## config.mk

```make
export PLATFORM = sky130hd
export DESIGN_NAME = ps2_host_tx_flat
export DESIGN_NICKNAME = d
export VERILOG_FILES = /design/src/rtl/ps2_pkg.sv /design/src/rtl/ps2_host_tx_if.sv /design/src/rtl/ps2_line_sync.sv /design/src/rtl/ps2_host_tx.sv /design/src/flat_wrapper.sv
export SDC_FILE = /design/constraint.sdc
export NUM_CORES = 1
export LEC_CHECK = 0
export BUFFER_PORTS_ARGS = -buffer_cell sky130_fd_sc_hd__buf_2
export CORE_MARGIN = 2
export CORE_UTILIZATION = 25
export CTS_CLUSTER_DIAMETER = 120
export DETAILED_ROUTE_END_ITERATION = 10
export GPL_TIMING_DRIVEN = 0
export HOLD_SLACK_MARGIN = 0.1
export PLACE_DENSITY_LB_ADDON = 0.08
export SLEW_MARGIN = 5
export SYNTH_ARGS = -nofsm -noshare
export SYNTH_HDL_FRONTEND = slang
export SYNTH_SLANG_ARGS = --single-unit
```

## constraint.sdc

```tcl
create_clock -name clk -period 2.1 [get_ports clk]
set_input_delay 0.105 -clock clk [delete_from_list [all_inputs] [get_ports clk]]
set_output_delay 0.105 -clock clk [all_outputs]
set_load 0.02 [all_outputs]
```

## src/rtl/ps2_pkg.sv

```systemverilog
// Shared types and constants for the PS/2 host-to-device command path.
package ps2_pkg;

  typedef enum logic [2:0] {
    IDLE,
    INHIBIT,
    RTS,
    XFER,
    ACK,
    WAIT_IDLE,
    DONE,
    ERR
  } ps2_state_t;

  localparam logic [1:0] ERR_NONE      = 2'b00;
  localparam logic [1:0] ERR_START_TO  = 2'b01;
  localparam logic [1:0] ERR_PACKET_TO = 2'b10;
  localparam logic [1:0] ERR_NO_ACK    = 2'b11;

  localparam logic [7:0] CMD_SET_LED = 8'hED;
  localparam logic [7:0] CMD_ENABLE  = 8'hF4;
  localparam logic [7:0] CMD_RESET   = 8'hFF;
  localparam logic [7:0] RESP_ACK    = 8'hFA;

  // Frame shifted out LSB first: data[7:0], odd parity, stop (1 = released).
  function automatic logic [9:0] ps2_frame(input logic [7:0] data);
    return {1'b1, ~^data, data};
  endfunction

endpackage

```

## src/rtl/ps2_host_tx_if.sv

```systemverilog
// Command handshake and status bundle between the command source and ps2_host_tx.
interface ps2_host_tx_if;
  import ps2_pkg::*;

  logic [7:0] cmd_data;
  logic       cmd_valid;
  logic       cmd_ready;
  logic       tx_busy;
  logic       tx_done;
  logic       tx_error;
  logic [1:0] err_code;

  modport master (
    output cmd_data, cmd_valid,
    input  cmd_ready, tx_busy, tx_done, tx_error, err_code
  );

  modport slave (
    input  cmd_data, cmd_valid,
    output cmd_ready, tx_busy, tx_done, tx_error, err_code
  );

endinterface

```

## src/rtl/ps2_line_sync.sv

```systemverilog
// Conditions one raw PS/2 pin: 2-FF synchronizer, stability filter, falling-edge pulse.
module ps2_line_sync
  import ps2_pkg::*;
#(
  parameter int FILTER_CYCLES = 8
) (
  input  logic clk,
  input  logic rst_n,
  input  logic i_line,
  output logic o_level,
  output logic o_fall
);

  localparam int CW = $clog2(FILTER_CYCLES + 1);

  logic [1:0]    r_sync;
  logic [CW-1:0] r_cnt;
  logic          r_level;
  logic          r_fall;

  // Idle bus is high, so everything resets to the released level.
  always_ff @(posedge clk or negedge rst_n) begin
    if (!rst_n) begin
      r_sync  <= 2'b11;
      r_cnt   <= '0;
      r_level <= 1'b1;
      r_fall  <= 1'b0;
    end else begin
      r_sync <= {r_sync[0], i_line};
      r_fall <= 1'b0;
      if (r_sync[1] == r_level) begin
        r_cnt <= '0;
      end else if (r_cnt == CW'(FILTER_CYCLES - 1)) begin
        r_level <= r_sync[1];
        r_cnt   <= '0;
        r_fall  <= r_level;
      end else begin
        r_cnt <= r_cnt + 1'b1;
      end
    end
  end

  assign o_level = r_level;
  assign o_fall  = r_fall;

endmodule

```

## src/rtl/ps2_host_tx.sv

```systemverilog
// PS/2 host-to-device command transmitter: inhibit, request-to-send, device-clocked
// bit shifting, ack check and bus-idle wait, with start and packet timeouts.
module ps2_host_tx
  import ps2_pkg::*;
#(
  parameter int INHIBIT_CYCLES = 6000,
  parameter int START_TIMEOUT  = 750000,
  parameter int PACKET_TIMEOUT = 100000,
  parameter int FILTER_CYCLES  = 8
) (
  input  logic         clk,
  input  logic         rst_n,
  ps2_host_tx_if.slave bus,
  input  logic         ps2_clk_in,
  input  logic         ps2_dat_in,
  output logic         ps2_clk_oe,
  output logic         ps2_dat_oe
);

  ps2_state_t  r_state, w_next;
  logic [31:0] r_cnt;
  logic [31:0] r_pkt;
  logic [3:0]  r_bit_cnt;
  logic [9:0]  r_shift;
  logic [1:0]  r_err, w_err_d;
  logic        r_clk_oe, r_dat_oe;
  logic        w_clk_oe_d, w_dat_oe_d;
  logic        w_clk_lvl, w_clk_fall;
  logic        w_dat_lvl, w_dat_fall_unused;
  logic        w_pkt_to;

  ps2_line_sync #(.FILTER_CYCLES(FILTER_CYCLES)) u_clk_sync (
    .clk     (clk),
    .rst_n   (rst_n),
    .i_line  (ps2_clk_in),
    .o_level (w_clk_lvl),
    .o_fall  (w_clk_fall)
  );

  ps2_line_sync #(.FILTER_CYCLES(FILTER_CYCLES)) u_dat_sync (
    .clk     (clk),
    .rst_n   (rst_n),
    .i_line  (ps2_dat_in),
    .o_level (w_dat_lvl),
    .o_fall  (w_dat_fall_unused)
  );

  assign w_pkt_to = (r_pkt == 32'(PACKET_TIMEOUT - 1));

  // State register and control counters; the reset releases both lines at once.
  always_ff @(posedge clk or negedge rst_n) begin
    if (!rst_n) begin
      r_state   <= IDLE;
      r_cnt     <= '0;
      r_pkt     <= '0;
      r_bit_cnt <= '0;
      r_err     <= ERR_NONE;
      r_clk_oe  <= 1'b0;
      r_dat_oe  <= 1'b0;
    end else begin
      r_state  <= w_next;
      r_err    <= w_err_d;
      r_clk_oe <= w_clk_oe_d;
      r_dat_oe <= w_dat_oe_d;
      r_cnt    <= (w_next != r_state) ? '0 : r_cnt + 1;
      if (r_state inside {XFER, ACK, WAIT_IDLE}) r_pkt <= r_pkt + 1;
      else                                       r_pkt <= '0;
      if (w_next != r_state) r_bit_cnt <= '0;
      else if (w_clk_fall)   r_bit_cnt <= r_bit_cnt + 1'b1;
    end
  end

  // Frame shifter: bit 0 is always the next bit to put on the line.
  always_ff @(posedge clk) begin
    if (r_state == IDLE && bus.cmd_valid)
      r_shift <= ps2_frame(bus.cmd_data);
    else if (w_clk_fall && (r_state == RTS || r_state == XFER))
      r_shift <= {1'b1, r_shift[9:1]};
  end

  always_comb begin
    w_next  = r_state;
    w_err_d = r_err;
    unique case (r_state)
      IDLE: begin
        if (bus.cmd_valid) begin
          w_next  = INHIBIT;
          w_err_d = ERR_NONE;
        end
      end
      INHIBIT: if (r_cnt == 32'(INHIBIT_CYCLES - 1)) w_next = RTS;
      RTS: begin
        if (w_clk_fall) begin
          w_next = XFER;
        end else if (r_cnt == 32'(START_TIMEOUT - 1)) begin
          w_next  = ERR;
          w_err_d = ERR_START_TO;
        end
      end
      XFER: begin
        if (w_pkt_to) begin
          w_next  = ERR;
          w_err_d = ERR_PACKET_TO;
        end else if (w_clk_fall && r_bit_cnt == 4'd8) begin
          w_next = ACK;
        end
      end
      ACK: begin
        if (w_pkt_to) begin
          w_next  = ERR;
          w_err_d = ERR_PACKET_TO;
        end else if (w_clk_fall) begin
          if (w_dat_lvl) begin
            w_next  = ERR;
            w_err_d = ERR_NO_ACK;
          end else begin
            w_next = WAIT_IDLE;
          end
        end
      end
      WAIT_IDLE: begin
        if (w_pkt_to) begin
          w_next  = ERR;
          w_err_d = ERR_PACKET_TO;
        end else if (w_clk_lvl && w_dat_lvl) begin
          w_next = DONE;
        end
      end
      DONE:    w_next = IDLE;
      ERR:     w_next = IDLE;
      default: w_next = IDLE;
    endcase
  end

  // Line drive for the coming cycle; start bit goes down one cycle before clock release.
  always_comb begin
    w_clk_oe_d = 1'b0;
    w_dat_oe_d = 1'b0;
    unique case (w_next)
      INHIBIT: begin
        w_clk_oe_d = 1'b1;
        w_dat_oe_d = (r_state == INHIBIT) && (r_cnt == 32'(INHIBIT_CYCLES - 2));
      end
      RTS:     w_dat_oe_d = 1'b1;
      XFER:    w_dat_oe_d = w_clk_fall ? ~r_shift[0] : r_dat_oe;
      default: ;
    endcase
  end

  assign ps2_clk_oe    = r_clk_oe;
  assign ps2_dat_oe    = r_dat_oe;
  assign bus.cmd_ready = (r_state == IDLE);
  assign bus.tx_busy   = r_state inside {INHIBIT, RTS, XFER, ACK, WAIT_IDLE};
  assign bus.tx_done   = (r_state == DONE);
  assign bus.tx_error  = (r_state == ERR);
  assign bus.err_code  = r_err;

endmodule

```

## src/flat_wrapper.sv

```systemverilog
// flat-port wrapper written by rule: the top's interface ports become plain ports
module ps2_host_tx_flat import ps2_pkg::*;
#(
  parameter int INHIBIT_CYCLES = 6000,
  parameter int START_TIMEOUT  = 750000,
  parameter int PACKET_TIMEOUT = 100000,
  parameter int FILTER_CYCLES  = 8
)
  (clk, rst_n, ps2_clk_in, ps2_dat_in, ps2_clk_oe, ps2_dat_oe, bus_cmd_data, bus_cmd_valid, bus_cmd_ready, bus_tx_busy, bus_tx_done, bus_tx_error, bus_err_code);
  ps2_host_tx_if bus_i ();
  input  logic clk;
  input  logic rst_n;
  input  logic ps2_clk_in;
  input  logic ps2_dat_in;
  output logic ps2_clk_oe;
  output logic ps2_dat_oe;
  input wire logic [$bits(bus_i.cmd_data)-1:0] bus_cmd_data;
  input wire logic [$bits(bus_i.cmd_valid)-1:0] bus_cmd_valid;
  output wire logic [$bits(bus_i.cmd_ready)-1:0] bus_cmd_ready;
  output wire logic [$bits(bus_i.tx_busy)-1:0] bus_tx_busy;
  output wire logic [$bits(bus_i.tx_done)-1:0] bus_tx_done;
  output wire logic [$bits(bus_i.tx_error)-1:0] bus_tx_error;
  output wire logic [$bits(bus_i.err_code)-1:0] bus_err_code;
  assign bus_i.cmd_data = bus_cmd_data;
  assign bus_i.cmd_valid = bus_cmd_valid;
  assign bus_cmd_ready = bus_i.cmd_ready;
  assign bus_tx_busy = bus_i.tx_busy;
  assign bus_tx_done = bus_i.tx_done;
  assign bus_tx_error = bus_i.tx_error;
  assign bus_err_code = bus_i.err_code;
  ps2_host_tx #(.INHIBIT_CYCLES(INHIBIT_CYCLES), .START_TIMEOUT(START_TIMEOUT), .PACKET_TIMEOUT(PACKET_TIMEOUT), .FILTER_CYCLES(FILTER_CYCLES)) u_core (.clk(clk), .rst_n(rst_n), .bus(bus_i), .ps2_clk_in(ps2_clk_in), .ps2_dat_in(ps2_dat_in), .ps2_clk_oe(ps2_clk_oe), .ps2_dat_oe(ps2_dat_oe));
endmodule
```

==> summary.txt, run 1 <==
STA
  – Pins Over Slew Limit: 0
  – Slew headroom: roughly 47%
  – Setup Skew: 0.01130 ns
  – Slew @ Worst Pin: slightly below 0.8 ns
  – Tmin final: 2.380 ns
  – Final worst slack: -0.2795 ns
  – Setup-failing EPs final: 41
  – Ratio of final minimum period to clock period: 113.3%
  – Fmax: 420.2 MHz
  – Final hold violations: 0
  – Hold_ws: 0.3061 ns
  – RSZ-0062 raised after global routing: true

Layout
  – P&R area growth vs syn: 28.57%
  – Filler cells: 2164
  – Final Net Count: 591
  – Most frequent cells in the layout: 78 x dfrtp_1, 47 x xor2_1, 41 x nor2_1
  – Multi-input logic area: roughly 2900 µm²
  – Post-route cell area: 6774 µm²
  – Number of diodes: 0
  – Layout cell share with drive strength beyond 1: 28.82%
  – FF/Latch Area: between 2000 and 3000 µm²
  – Commonest non-fill, non-tap cell in the layout: dfrtp_1

Global routing
  – GR Util All Layers: 12.31%
  – Number of global-route vias before repair: roughly 4000
  – GRT overflow: 0
  – Largest net degree at the start of global routing: 55
  – Global-route wire length before repair: 21.53 mm
  – Initial antenna violation count: 0

Clock tree
  – CTS tree: done
  – CTS buffer count: 9
  – H-tree levels: 3
  – Skew-Pair Late Insertion Delay: 0.35 ns
  – Clock Tree Buf Depth: 2
  – # clock sinks: 99
  – Root buf cell: clkbuf_16
  – Clock transition at path regs: 0.07 ns

Worst setup path
  – Worst Setup End Kind: flip-flop
  – Crit Path Category: flip-flop to flip-flop
  – Top Family by Delay on Critical Path: simple AND/OR/NAND/NOR gates
  – Required time of the worst setup path: 2.34 ns
  – Crit path cell chain: nor4b_2 > nand4_1 > buf_4 > or4_4 > a31o_4 > o221ai_4 > buf_12 > clkbuf_16 > nor3_2
  – Crit start category: flip-flop
  – Worst path bufs/invs: 3
  – Data arrival, critical path: 2.62 ns
  – CP max-delay cell: dfrtp_1
  – Crit Path Max Fanout: 7
  – Max incr delay on CP: 0.45 ns

Die
  – Core region area: 20820 µm²
  – Chip width: 149.2 µm
  – Die Y: about 150 µm
  – IO Count: 21
  – Starting density of the core: between 20 and 30%
  – # rows: 53
  – Die Area: 22250 µm²

Synthesis
  – Net Count, Synth: 532
  – Synth Warn #: 0
  – Yosys cell types: between 50 and 60
  – Post-synth top area cell: dfrtp_1
  – Top area cells in the synthesized netlist: dfrtp_1 40%, xor2_1 7.8%, edfxtp_1 5.1%, xnor2_1 3.8%, nor3_1 3.6%
  – Synth top area share: 39.90%
  – Synthesis-stage register bit count: 99
  – Syn_area_per_cell: 10.29 µm²
  – Most used flip-flop cell after synthesis: dfrtp_1
  – Post-Syn Area: roughly 5300 µm²
  – Asr flop ratio synth: 90.91%
  – Post-Synthesis Cells: 512
  – Register area share after synthesis: 48.02%
  – Number of flops mapped to enable cells by yosys: 9

Routing
  – Residual DRC count: 0
  – DRT Pass-1 Iters: 4
  – Post-Route WL: 12.93 mm
  – Final ANT Viol Nets: 0
  – Vias per inst: between 4 and 5
  – Via count: between 4000 and 5000
  – Number of DRC markers after the initial detailed-route iteration: 134
  – WL/cell: 15.19 µm

Pwr
  – Power Density: 711.3 nW/µm²
  – Static Leakage: between 2 and 3 nW
  – VDD IR-drop max: between 0.3 and 0.4 mV

Run status
  – Status: finished with violations
  – Failing checks: negative setup slack

Placement
  – Setup WS pre-CTS: -0.6488 ns
  – Dpl cell area: 5778 µm²
  – Detailed-placement wirelength estimate: ~8.8 mm
  – Routability cong.: approximately 0.75
  – IO Port Bufs: 20

Job
  – Maxcap violations: 0

Min path
  – Worst min-delay path category: input pin to flip-flop
-- repair_timing --
action | CTS | global route
gates cloned | 0 | 1
endpoints found under the hold margin | 58 | 0
setup buffers | 18 | 2
setup endpoints to repair | 81 | 90
pin swaps | 12 | 14
hold buffers | 11 | 0
gates resized for setup | 40 | 54
-- stage by stage --
| stage | cells | util [%] | total power [mW] | setup TNS (ns) |
|---|---|---|---|---|
| finish | 851 | 32.53 | 4.819 | -9.765 |
| floorplan | 512 | - | 2.723 | -2.980 |
| global route | 851 | 32.53 | 5.095 | -13.54 |
| global placement | 807 | 27.64 | 2.913 | -39.93 |
| CTS | 851 | 31.34 | 4.865 | -9.656 |
| detailed placement | 808 | 27.75 | 2.926 | -34.53 |
-- path summary, 6_finish.rpt --
kind	from	slack, ns	depth (start not counted)	endpoint
worst max-delay path	u_core.r_pkt[11]	-0.28	9	u_core.r_cnt[12]
worst min-delay path	bus_cmd_valid	0.31	3	u_core.r_state[0]
worst max register to register	u_core.r_pkt[11]	-0.28	9	u_core.r_cnt[12]
worst min register to register	u_core.u_dat_sync.r_sync[0]	0.36	0	u_core.u_dat_sync.r_sync[1]
max in group asynchronous	rst_n	1.02	3	u_core.u_clk_sync.o_level
min in group asynchronous	rst_n	0.35	2	u_core.r_cnt[16]
-- cell type report --
type / instances / area share (%)
Buffer: 18 / 2.604
Clock buffer: 9 / 3.325
Clock inverter: 7 / 1.441
Inverter: 8 / 0.4433
Multi-Input combinational cell: 383 / 43.17
Sequential cell: 99 / 37.46
Tap cell: 275 / 5.079
Timing Repair Buffer: 52 / 6.483
-- registers in the layout (all words and copies together) (netlist names) --
name                       cells
u_core.ps2_dat_oe              1
u_core.r_state                 3
u_core.u_dat_sync.r_cnt        4
u_core.u_clk_sync.o_fall       1
u_core.u_dat_sync.o_level      1
u_core.ps2_clk_oe              1
u_core.r_bit_cnt               4
u_core.u_clk_sync.o_level      1
u_core.r_shift                 9
u_core.u_clk_sync.r_cnt        4
u_core.u_dat_sync.r_sync       2
u_core.r_pkt                  32
u_core.bus.err_code            2
u_core.u_clk_sync.r_sync       2
u_core.r_cnt                  32
-- worst min-delay path, cell delays in order --
cell	delay, ns
buf_2	0.10
nor4_1	0.09
a31oi_1	0.28
-- routing by layer --
| metal | GRT usage, % | wire length [µm] |
|---|---|---|
| met1 | 16.41 | 6041 |
| met2 | 20.18 | 6366 |
| met3 | 2.569 | 303 |
| met4 | 3.571 | 216 |
| met5 | 0 | 0 |
-- cells by family after synthesis --
family                   count (synthesis)  share of synthesized area (%)
multiplexers                            14                          2.921
adder cells (fa/ha/maj)                  8                          1.852
AND/OR/NAND/NOR                        251                          27.26
XOR/XNOR                                70                          11.64
flip-flops                              99                          48.02
AO/OA/AOI/OAI                           40                          5.367
buffers and inverters                   30                          2.945
-- cells in the mapped netlist (12+ instances only) --
cell      instances
a21oi_1          14
xor2_1           47
clkbuf_1         12
nand3_1          28
dfrtp_1          84
nor2_1           43
nand4_1          18
nor4_1           12
xnor2_1          23
and3_1           17
nor3_1           38
nand2_1          34
-- where the power goes --
group,internal (mW),switching (mW),total [mW]
registers,2.13,0.259,2.39
logic,0.308,0.297,0.606
clock network,1.05,0.768,1.82
total,3.49,1.32,4.82
(Power assumes the default switching activity.)
==> inputs of run 2 (changes only) <==
Settings changed: SYNTH_HIERARCHICAL set to 1.
==> run 2 against run 1 <==
Compared with the run above:
- clock-buffer cell count is the same
- design area shrank 3.0%
- the flow still finishes with violations (negative setup slack)
- global-route usage shrank 0.21 points
- highest routed layer unchanged
- register-to-register slack gained 0.15 ns
- non-clock buffer count grew 12
- area after synthesis shrank 4.3%
==> summary.txt, run 2 <==
Run status
  – Status: finished with violations
  – Failing checks: negative setup slack

STA
  – Final hold violations: 0 (unchanged)
  – Slew @ Worst Pin: 0.5472 ns (-0.2414 ns)
  – Tmin final: 2.234 ns (-0.1453 ns)
  – Slew headroom: 63.24% (+16 points)
  – Setup Skew: 0.01576 ns (+0.004460 ns)
  – Fmax: 447.6 MHz (+6.5%)
  – Setup-failing EPs final: 41 (unchanged)
  – Pins Over Slew Limit: 0 (unchanged)
  – RSZ-0062 raised after global routing: true
  – Hold_ws: 0.2869 ns (-0.01916 ns)
  – Ratio of final minimum period to clock period: 106.4% (-6.9 points)
  – Final worst slack: -0.1343 ns (+0.1453 ns)

Worst setup path
  – Crit start category: flip-flop
  – Crit Path Max Fanout: 4 (-3)
  – Critical R2R Launch: u_core/r_cnt[9]
  – Worst r2r dst: u_core/bus.err_code[1]
  – R2r setup slk: -0.13 ns (+0.15 ns)
  – Crit Path Category: flip-flop to flip-flop
  – Critical Path Source: u_core/r_cnt[9]
  – FF-to-FF path depth: 7 (-2)
  – Worst Setup End Kind: flip-flop
  – Data arrival, critical path: 2.47 ns (-0.15 ns)
  – Required time of the worst setup path: 2.33 ns (about the same)

Routing
  – Via count: 3861 (-3.6%)
  – Post-Route WL: 12.31 mm (-4.8%)
  – DRT Pass-1 Iters: 4 (unchanged)
  – Final ANT Viol Nets: 0 (unchanged)
  – Met3 wire len: 289 µm (-4.6%)
  – Residual DRC count: 0 (unchanged)
  – Vias per inst: 4.596 (-2.4%)
  – Wl on met1: 5.747 mm (-4.9%)
  – Max layer used: met4
  – Detail Route met2 WL: 6.111 mm (-4.0%)
  – Number of DRC markers after the initial detailed-route iteration: 148 (+10%)
  – WL/cell: 14.65 µm (-3.5%)

Clock tree
  – Clock transition at path regs: 0.07 ns (about the same)
  – H-tree levels: 3 (unchanged)
  – CTS tree: done
  – # clock sinks: 99 (unchanged)
  – Skew-Pair Late Insertion Delay: 0.36 ns (about the same)
  – CTS buffer count: 9 (unchanged)
  – Root buf cell: clkbuf_16
  – Clock Tree Buf Depth: 2 (unchanged)

Global routing
  – Global-route wire length before repair: 20.67 mm (-4.0%)
  – Initial antenna violation count: 0 (unchanged)
  – Largest net degree at the start of global routing: 54 (-1.8%)
  – Number of global-route vias before repair: 4027 (+0.62%)
  – GRT overflow: 0 (unchanged)
  – GR Util All Layers: 12.10% (-0.21 points)

Layout
  – Multi-input logic area: 2715 µm² (-7.1%)
  – Layout cell share with drive strength beyond 1: 28.35% (-0.47 points)
  – Filler cells: 2075 (-4.1%)
  – Most frequent cells in the layout: 76 x dfrtp_1, 54 x nor2_1, 37 x xnor2_1
  – Final Net Count: 590 (-0.17%)
  – FF/Latch Area: 2540 µm² (about the same)
  – Number of diodes: 0 (unchanged)
  – Top flop regs: u_core/r_cnt: 32 flops, u_core/r_pkt: 32 flops, u_core/r_shift: 9 flops
  – P&R area growth vs syn: 30.32%
  – Commonest non-fill, non-tap cell in the layout: dfrtp_1
  – Post-route cell area: 6571 µm² (-3.0%)

Min path
  – Worst min-delay path category: input pin to asynchronous set/reset pin

Placement
  – IO Port Bufs: 20 (unchanged)
  – Detailed-placement wirelength estimate: 8.337 mm (-5.0%)
  – Dpl cell area: 5514 µm² (-4.6%)
  – Routability cong.: 0.7849 (+4.2%)
  – Setup WS pre-CTS: -0.6602 ns (-0.01140 ns)

Job
  – Maxcap violations: 0 (unchanged)

Die
  – Die Y: 146.0 µm (-2.1%)
  – Chip width: 146.0 µm (-2.1%)
  – IO Count: 21 (unchanged)
  – Die Area: 21320 µm² (-4.2%)
  – # rows: 51 (-3.8%)
  – Core region area: 19650 µm² (-5.6%)
  – Starting density of the core: 25.66% (+0.35 points)

Pwr
  – Total power: 3.929 mW (-18%)
  – VDD IR-drop max: 0.3868 mV (+12%)
  – Power Density: 597.9 nW/µm² (-16%)
  – Static Leakage: 2.608 nW (-4.5%)

Synthesis
  – Syn_area_per_cell: 10.23 µm² (-0.61%)
  – Post-Syn Area: 5042 µm² (-4.3%)
  – Synth Warn #: 6 (+6)
  – Post-Synthesis Cells: 493 (-3.7%)
  – Net Count, Synth: 513 (-3.6%)
run 2: critical path, cell delays in order (launching register included):
cell and delay [ns]:
dfrtp_1 0.41, or4b_4 0.55, nor4_4 0.19, nor4b_4 0.29, buf_4 0.16, a21oi_1 0.03, o22a_1 0.19, mux2_2 0.28
run 2: how the worst max path moves through the flow:
stage	to	cells after the start
2_1_floorplan	u_core/r_cnt[10]	7
3_3_place_gp	u_core/r_cnt[22]	7
3_5_place_dp	u_core/r_cnt[12]	7
4_1_cts	u_core/bus.err_code[1]	7
5_1_grt	u_core/r_cnt[21]	8
6_report	u_core/bus.err_code[1]	7
run 2: metal layers:
metal  GRT usage, %  vias up
met1          15.43     1925
met3          2.719        9
met4          4.320        0
met2          20.21       33
li1               -     1894
met5              0        -
run 2: area by class of cell:
| cell class | count | area share, % |
|---|---|---|
| Multi-Input combinational cell | 366 | 41.32 |
| Sequential cell | 99 | 38.65 |
| Timing Repair Buffer | 69 | 8.473 |
| Tap cell | 265 | 5.046 |
| Clock buffer | 9 | 3.427 |
| Buffer | 13 | 1.504 |
| Clock inverter | 7 | 0.8949 |
| Inverter | 12 | 0.6855 |
run 2: through the flow:
| step | std cells | TNS (ns) | utilization, % |
|---|---|---|---|
| floorplan | 493 | 0 | - |
| global placement | 778 | -35.34 | 27.90 |
| detailed placement | 779 | -27.22 | 28.06 |
| CTS | 825 | -8.780 | 31.72 |
| global route | 840 | -9.278 | 33.44 |
| finish | 840 | -3.766 | 33.44 |
run 2: what timing repair did:
item,4_1_cts,5_1_grt
pin swaps,10,26
setup buffers,19,16
hold buffers,11,0
resized for setup,37,48
hold endpoints to repair,47,0
gates cloned,2,0
endpoints found under the setup margin,66,59
run 2: report_power, final:
group	switching [mW]	internal [mW]
clock	0.788	0.823
combinational	0.113	0.128
sequential	0.0679	2.01
total	0.970	2.96
